`src/rtl/counter_load_ctrl_if.sv`:
```
`timescale 1ns/1ps
// Bus between the pad-side request source and the counter load front-end.
// The master drives the raw pad-level requests, the slave returns the strobes.
interface counter_load_ctrl_if #(
   parameter int WIDTH = 8
);
   logic [WIDTH-1:0] in_value;
   logic             in_load_req;
   logic             in_write_req;
   logic [WIDTH-1:0] out_load_value;
   logic             out_load_now;
   logic             out_write_now;
   logic             out_busy;
   logic [3:0]       out_load_count;

   modport master (
      output in_value, in_load_req, in_write_req,
      input  out_load_value, out_load_now, out_write_now, out_busy, out_load_count
   );

   modport slave (
      input  in_value, in_load_req, in_write_req,
      output out_load_value, out_load_now, out_write_now, out_busy, out_load_count
   );
endinterface

```
`src/rtl/counter_load_ctrl.sv`:
```
`timescale 1ns/1ps
// Front-end for the loadable counter: synchronises raw pad requests and turns a
// load request into a fixed-length strobe that always wins over write enable.
module counter_load_ctrl #(
   parameter int WIDTH            = 8,
   parameter int SYNC_STAGES      = 2,
   parameter int LOAD_HOLD_CYCLES = 2
) (
   input logic                in_clk,
   input logic                in_rst_n,
   counter_load_ctrl_if.slave bus
);
   localparam int SYNC_N = (SYNC_STAGES < 2) ? 2 : SYNC_STAGES;
   localparam int HOLD_N = (LOAD_HOLD_CYCLES < 2) ? 2 : LOAD_HOLD_CYCLES;
   localparam int CNT_W  = $clog2(HOLD_N);
   localparam logic [CNT_W-1:0] HOLD_LAST = CNT_W'(HOLD_N - 1);
   localparam logic [CNT_W-1:0] CNT_ONE   = CNT_W'(1);

   typedef enum logic [1:0] {
      ST_IDLE    = 2'd0,
      ST_HOLD    = 2'd1,
      ST_RELEASE = 2'd2
   } state_t;

   logic [SYNC_N-1:0] ld_sync_r;
   logic [SYNC_N-1:0] wr_sync_r;
   logic [WIDTH-1:0]  val_sync_r [SYNC_N];
   logic              ld_prev_r;

   logic              ld_s;
   logic              wr_s;
   logic              ld_rise_s;
   logic [WIDTH-1:0]  val_s;

   state_t            state_r;
   logic [CNT_W-1:0]  hold_cnt_r;
   logic [WIDTH-1:0]  load_value_r;
   logic              load_now_r;
   logic              write_now_r;
   logic              busy_r;
   logic [3:0]        load_count_r;

   assign ld_s      = ld_sync_r[SYNC_N-1];
   assign wr_s      = wr_sync_r[SYNC_N-1];
   assign val_s     = val_sync_r[SYNC_N-1];
   assign ld_rise_s = ld_s & ~ld_prev_r;

   // Synchroniser chains for the async pad inputs plus load-request edge history
   always_ff @(posedge in_clk or negedge in_rst_n) begin
      if (!in_rst_n) begin
         ld_sync_r <= '0;
         wr_sync_r <= '0;
         for (int i = 0; i < SYNC_N; i++) begin
            val_sync_r[i] <= '0;
         end
         ld_prev_r <= 1'b0;
      end else begin
         ld_sync_r     <= {ld_sync_r[SYNC_N-2:0], bus.in_load_req};
         wr_sync_r     <= {wr_sync_r[SYNC_N-2:0], bus.in_write_req};
         val_sync_r[0] <= bus.in_value;
         for (int i = 1; i < SYNC_N; i++) begin
            val_sync_r[i] <= val_sync_r[i-1];
         end
         ld_prev_r <= ld_s;
      end
   end

   // Load FSM; write enable is only granted when the FSM will be IDLE next cycle
   always_ff @(posedge in_clk or negedge in_rst_n) begin
      if (!in_rst_n) begin
         state_r      <= ST_IDLE;
         hold_cnt_r   <= '0;
         load_value_r <= '0;
         load_now_r   <= 1'b0;
         write_now_r  <= 1'b0;
         busy_r       <= 1'b0;
         load_count_r <= 4'd0;
      end else begin
         case (state_r)
            ST_IDLE: begin
               if (ld_rise_s) begin
                  state_r      <= ST_HOLD;
                  load_value_r <= val_s;
                  load_now_r   <= 1'b1;
                  hold_cnt_r   <= '0;
                  load_count_r <= load_count_r + 4'd1;
                  busy_r       <= 1'b1;
                  write_now_r  <= 1'b0;
               end else begin
                  state_r     <= ST_IDLE;
                  load_now_r  <= 1'b0;
                  busy_r      <= 1'b0;
                  write_now_r <= wr_s;
               end
            end
            ST_HOLD: begin
               busy_r      <= 1'b1;
               write_now_r <= 1'b0;
               // A request dropping early must not shorten the strobe
               if (hold_cnt_r == HOLD_LAST) begin
                  state_r    <= ST_RELEASE;
                  load_now_r <= 1'b0;
               end else begin
                  hold_cnt_r <= hold_cnt_r + CNT_ONE;
                  load_now_r <= 1'b1;
               end
            end
            ST_RELEASE: begin
               load_now_r <= 1'b0;
               if (!ld_s) begin
                  state_r     <= ST_IDLE;
                  busy_r      <= 1'b0;
                  write_now_r <= wr_s;
               end else begin
                  state_r     <= ST_RELEASE;
                  busy_r      <= 1'b1;
                  write_now_r <= 1'b0;
               end
            end
            default: begin
               state_r     <= ST_IDLE;
               hold_cnt_r  <= '0;
               load_now_r  <= 1'b0;
               write_now_r <= 1'b0;
               busy_r      <= 1'b0;
            end
         endcase
      end
   end

   assign bus.out_load_value = load_value_r;
   assign bus.out_load_now   = load_now_r;
   assign bus.out_write_now  = write_now_r;
   assign bus.out_busy       = busy_r;
   assign bus.out_load_count = load_count_r;
endmodule
```
`src/flat_wrapper.sv`:
```
// flat-port wrapper written by rule: the top's interface ports become plain ports
module counter_load_ctrl_flat 
#(
   parameter int WIDTH            = 8,
   parameter int SYNC_STAGES      = 2,
   parameter int LOAD_HOLD_CYCLES = 2
)
  (in_clk, in_rst_n, bus_in_value, bus_in_load_req, bus_in_write_req, bus_out_load_value, bus_out_load_now, bus_out_write_now, bus_out_busy, bus_out_load_count);
  counter_load_ctrl_if #(.WIDTH(WIDTH)) bus_i ();
  input logic in_clk;
  input logic in_rst_n;
  input wire logic [$bits(bus_i.in_value)-1:0] bus_in_value;
  input wire logic [$bits(bus_i.in_load_req)-1:0] bus_in_load_req;
  input wire logic [$bits(bus_i.in_write_req)-1:0] bus_in_write_req;
  output wire logic [$bits(bus_i.out_load_value)-1:0] bus_out_load_value;
  output wire logic [$bits(bus_i.out_load_now)-1:0] bus_out_load_now;
  output wire logic [$bits(bus_i.out_write_now)-1:0] bus_out_write_now;
  output wire logic [$bits(bus_i.out_busy)-1:0] bus_out_busy;
  output wire logic [$bits(bus_i.out_load_count)-1:0] bus_out_load_count;
  assign bus_i.in_value = bus_in_value;
  assign bus_i.in_load_req = bus_in_load_req;
  assign bus_i.in_write_req = bus_in_write_req;
  assign bus_out_load_value = bus_i.out_load_value;
  assign bus_out_load_now = bus_i.out_load_now;
  assign bus_out_write_now = bus_i.out_write_now;
  assign bus_out_busy = bus_i.out_busy;
  assign bus_out_load_count = bus_i.out_load_count;
  counter_load_ctrl #(.WIDTH(WIDTH), .SYNC_STAGES(SYNC_STAGES), .LOAD_HOLD_CYCLES(LOAD_HOLD_CYCLES)) u_core (.in_clk(in_clk), .in_rst_n(in_rst_n), .bus(bus_i));
endmodule
```
`config.mk`:
```
export PLATFORM = sky130hd
export DESIGN_NAME = counter_load_ctrl_flat
export DESIGN_NICKNAME = d
export VERILOG_FILES = /design/src/rtl/counter_load_ctrl_if.sv /design/src/rtl/counter_load_ctrl.sv /design/src/flat_wrapper.sv
export SDC_FILE = /design/constraint.sdc
export NUM_CORES = 1
export LEC_CHECK = 0
export CORE_ASPECT_RATIO = 1.1
export CORE_UTILIZATION = 51
export CTS_BUF_LIST = sky130_fd_sc_hd__clkbuf_8
export DETAILED_ROUTE_END_ITERATION = 12
export PLACE_DENSITY_LB_ADDON = 0.25
export SETUP_SLACK_MARGIN = 0.05
export SYNTH_ARGS = -nofsm -noshare
export SYNTH_HDL_FRONTEND = slang
export SYNTH_SLANG_ARGS = --single-unit
```
`constraint.sdc`:
```
create_clock -name in_clk -period 1.7 [get_ports in_clk]
set_clock_uncertainty 0.1 [all_clocks]
set_input_delay 0.17 -clock in_clk [delete_from_list [all_inputs] [get_ports in_clk]]
set_output_delay 0.17 -clock in_clk [all_outputs]
set_load 0.05 [all_outputs]
```
==> summary.md <==
| Metric | Value |
|---|---|
| Area of the multi-input gates | 260 um^2 |
| GRT Total Usage | 17.2% |
| Wire length per cell | 13.4 um |
| R2r startpoint | u_core.ld_prev_r |
| Die area | 2660 um^2 |
| Final setup viols | 0 |
| Leading area contributor after synthesis | dfrtp_1 |
| Synth cell count leaders | 39 x dfrtp_1, 9 x mux2_2, 3 x o21ai_0 |
| R2R cell count | 3 |
| RSZ-0062 raised after global routing | false |
| Routed wire length | 1.80 mm |
| Worst hold start | bus_in_value[4] |
| First-pass GRT wire length | 2.99 mm |
| FF+latch count, synth | 39 |
| Worst setup SP type | flop |
| Placed insts | 125 |
| Post-synthesis sequential area ratio | 77.8% |
| Unique masters post-synth | 17 |
| Static leakage | 0.000745 uW |
| CTS Sinks | 39 |
| Nets | 116 |
| Max-Cap Viols | 0 |
| Core area | 2270 um^2 |
| CTS Buf Count | 5 |
| Max Buffers Root-to-Sink | 2 |
| Hold worst-path end | u_core.val_sync_r[12] |
| WP data required | 1.77 ns |
| Initial drt markers | 1 |
| CP arrival | 1.58 ns |
| Initial antenna violation count | 0 |
| Syn-to-layout area delta | 29.2% |
| Top FF cell, synth | dfrtp_1 |
| Worst slew margin | 59.1% |
| H-tree levels | 2 |
| R2r setup slk | 0.19 ns |
| Cts hold-fix bufs | 1 |
| Net Count, Synth | 81 |
| Row count | 18 |
| Period utilization | 89.0% |
| Worst-margin pin slew | 0.614 ns |
| Asr flop ratio synth | 100% |
| Final Critical Period | 1.51 ns |
| CTS tree | yes |
| First drt pass iteration count | 2 |
| Fmax achieved | 0.661 GHz |
| Final hold violation count | 0 |
| Die W | 49.3 um |
| Grt total ovfl | 0 |
| Pwr dens | 1970 nW/um^2 |
| Syn Std Cell Area | 1250 um^2 |
| Post-CTS setup buffer count | 0 |
| Fin util | 71.3% |
| Hold Path Stages | 1 |
| Worst setup EP type | flop |
| Placer Congestion | 0.764 |
| Fill cells | 139 |
| Avg Inst Size Synth | 18.5 um^2 |
| EDFF count, synth | 0 |
| Root Buffer | clkbuf_8 |
| Top cell type's share of synthesized area | 77.8% |
| Synth top area cells | dfrtp_1 78%, mux2_2 8.1%, nor4b_4 1.9% |
| CP max FO | 15 |
| Clock-pin slew on the worst setup and hold paths | 0.08 ns |
| TNS Setup | 0 ns |
| FF+latch area | 976 um^2 |
| Most numerous cell in the Yosys netlist | dfrtp_1 |
| Hold_ws | 0.220 ns |
| Hold crit path type | in2reg |
| Routed Antenna Nets | 0 |
| CTS resizes | 0 |
| Layout cell share with drive strength beyond 1 | 35.6% |
| Yosys warnings | 0 |
| Largest net degree at the start of global routing | 30 |
| Vias in the first global route | 693 |
| Initial Utilization | 55.2% |
| N_diodes | 0 |
| Post-Layout Cell Count | 134 |
| Final HPWL DP | 1.24 mm |
| Vias | 644 |
| Die H | 54.0 um |
| DRC violations left | 0 |
| Worst r2r dst | u_core.bus.out_load_value[4] |
| Worst skew pair latency | 0.29 ns |
| Run status | complete, no violations |
| Crit Path Class | reg2reg |
| Mapped Cells | 68 |
| Max VDD drop | 0.00127 V |
| Slew Viols, Final | 0 |
| DR vias/cell | 4.81 |
| Number of I/O port buffers | 26 |
| Total I/O pin count | 27 |
flip-flops by register name, summed over array words and instances, names as in the netlist:
register and flops:
u_core.state_r 2, u_core.val_sync_r 8, u_core.ld_prev_r 1, u_core.wr_sync_r 2
u_core.bus.out_load_value 8, u_core.bus.out_write_now 1, u_core.bus.out_load_count 4, u_core.bus.out_busy 1
u_core.val_s 8, u_core.ld_sync_r 2, u_core.bus.out_load_now 1, u_core.hold_cnt_r 1
worst max-delay path, cell delays in order, from the launching register on:
cell     delay, ns
dfrtp_1       0.41
nor4b_4       0.34
buf_12        0.19
mux2_2        0.34
worst max-delay path by stage:
| stage | cells after the start | endpoint | start |
|---|---|---|---|
| floorplan | 3 | u_core.bus.out_load_value[3] | u_core.ld_prev_r |
| global placement | 3 | u_core.bus.out_load_value[4] | u_core.ld_prev_r |
| detailed placement | 3 | u_core.bus.out_load_value[4] | u_core.state_r[1] |
| CTS | 3 | u_core.bus.out_load_value[4] | u_core.ld_prev_r |
| global route | 3 | u_core.bus.out_load_value[2] | u_core.ld_prev_r |
| finish | 3 | u_core.bus.out_load_value[4] | u_core.ld_prev_r |
layout by cell type, fill, tap and decap left out:
cell	instances
a21oi_1	1
and3b_1	1
buf_12	1
buf_2	1
buf_4	16
clkbuf_8	5
clkdlybuf4s50_1	10
clkinv_2	1
clkinvlp_4	1
dfrtp_1	39
dlygate4sd3_1	1
ha_1	1
inv_1	3
mux2_2	9
nand2_1	1
nand2b_1	2
nand3b_1	1
nand4_4	1
nor4b_4	1
o21ai_0	3
o21bai_1	2
xnor2_1	1
xnor2_2	1
xor2_1	1
cell families after synthesis:
group	Yosys count	synth area share, %
AOI/OAI and AO/OA	6	2.79
xor gates and xnor gates	3	2.69
adders and majority gates	1	0.997
buffers and inverters	3	1.50
DFF	39	77.8
muxes	9	8.08
and+or+nand+nor	7	6.18
area by class of cell:
| class | count | share of cell area, % |
|---|---|---|
| Inverter | 2 | 0.463 |
| Timing Repair Buffer | 29 | 15.7 |
| Tap cell | 30 | 2.31 |
| Clock buffer | 5 | 4.24 |
| Multi-Input combinational cell | 26 | 16.0 |
| Sequential cell | 39 | 60.2 |
| Clock inverter | 3 | 1.00 |
power by group:
part	switching (uW)	total (uW)	internal, uW
clock network	298	578	280
logic	823	1270	450
registers	190	1350	1160
total	1310	3200	1890
metal layers:
metal	global-route usage [%]	routed length [um]	part of all wire, %
met1	16.4	706	39
met2	29.7	955	53
met3	8.47	107	6.0
met4	11.8	28	1.6
met5	0	0	0
stage by stage:
step                instance area (um^2)  total power (uW)  setup slack [ns]
finish                              1620              3200             0.188
global route                        1620              3360             0.149
CTS                                 1620              3240             0.175
detailed placement                  1530              2660             0.201
global placement                    1530              2610             0.250
floorplan                           1250              2220             0.144
(Power assumes the default switching activity.)
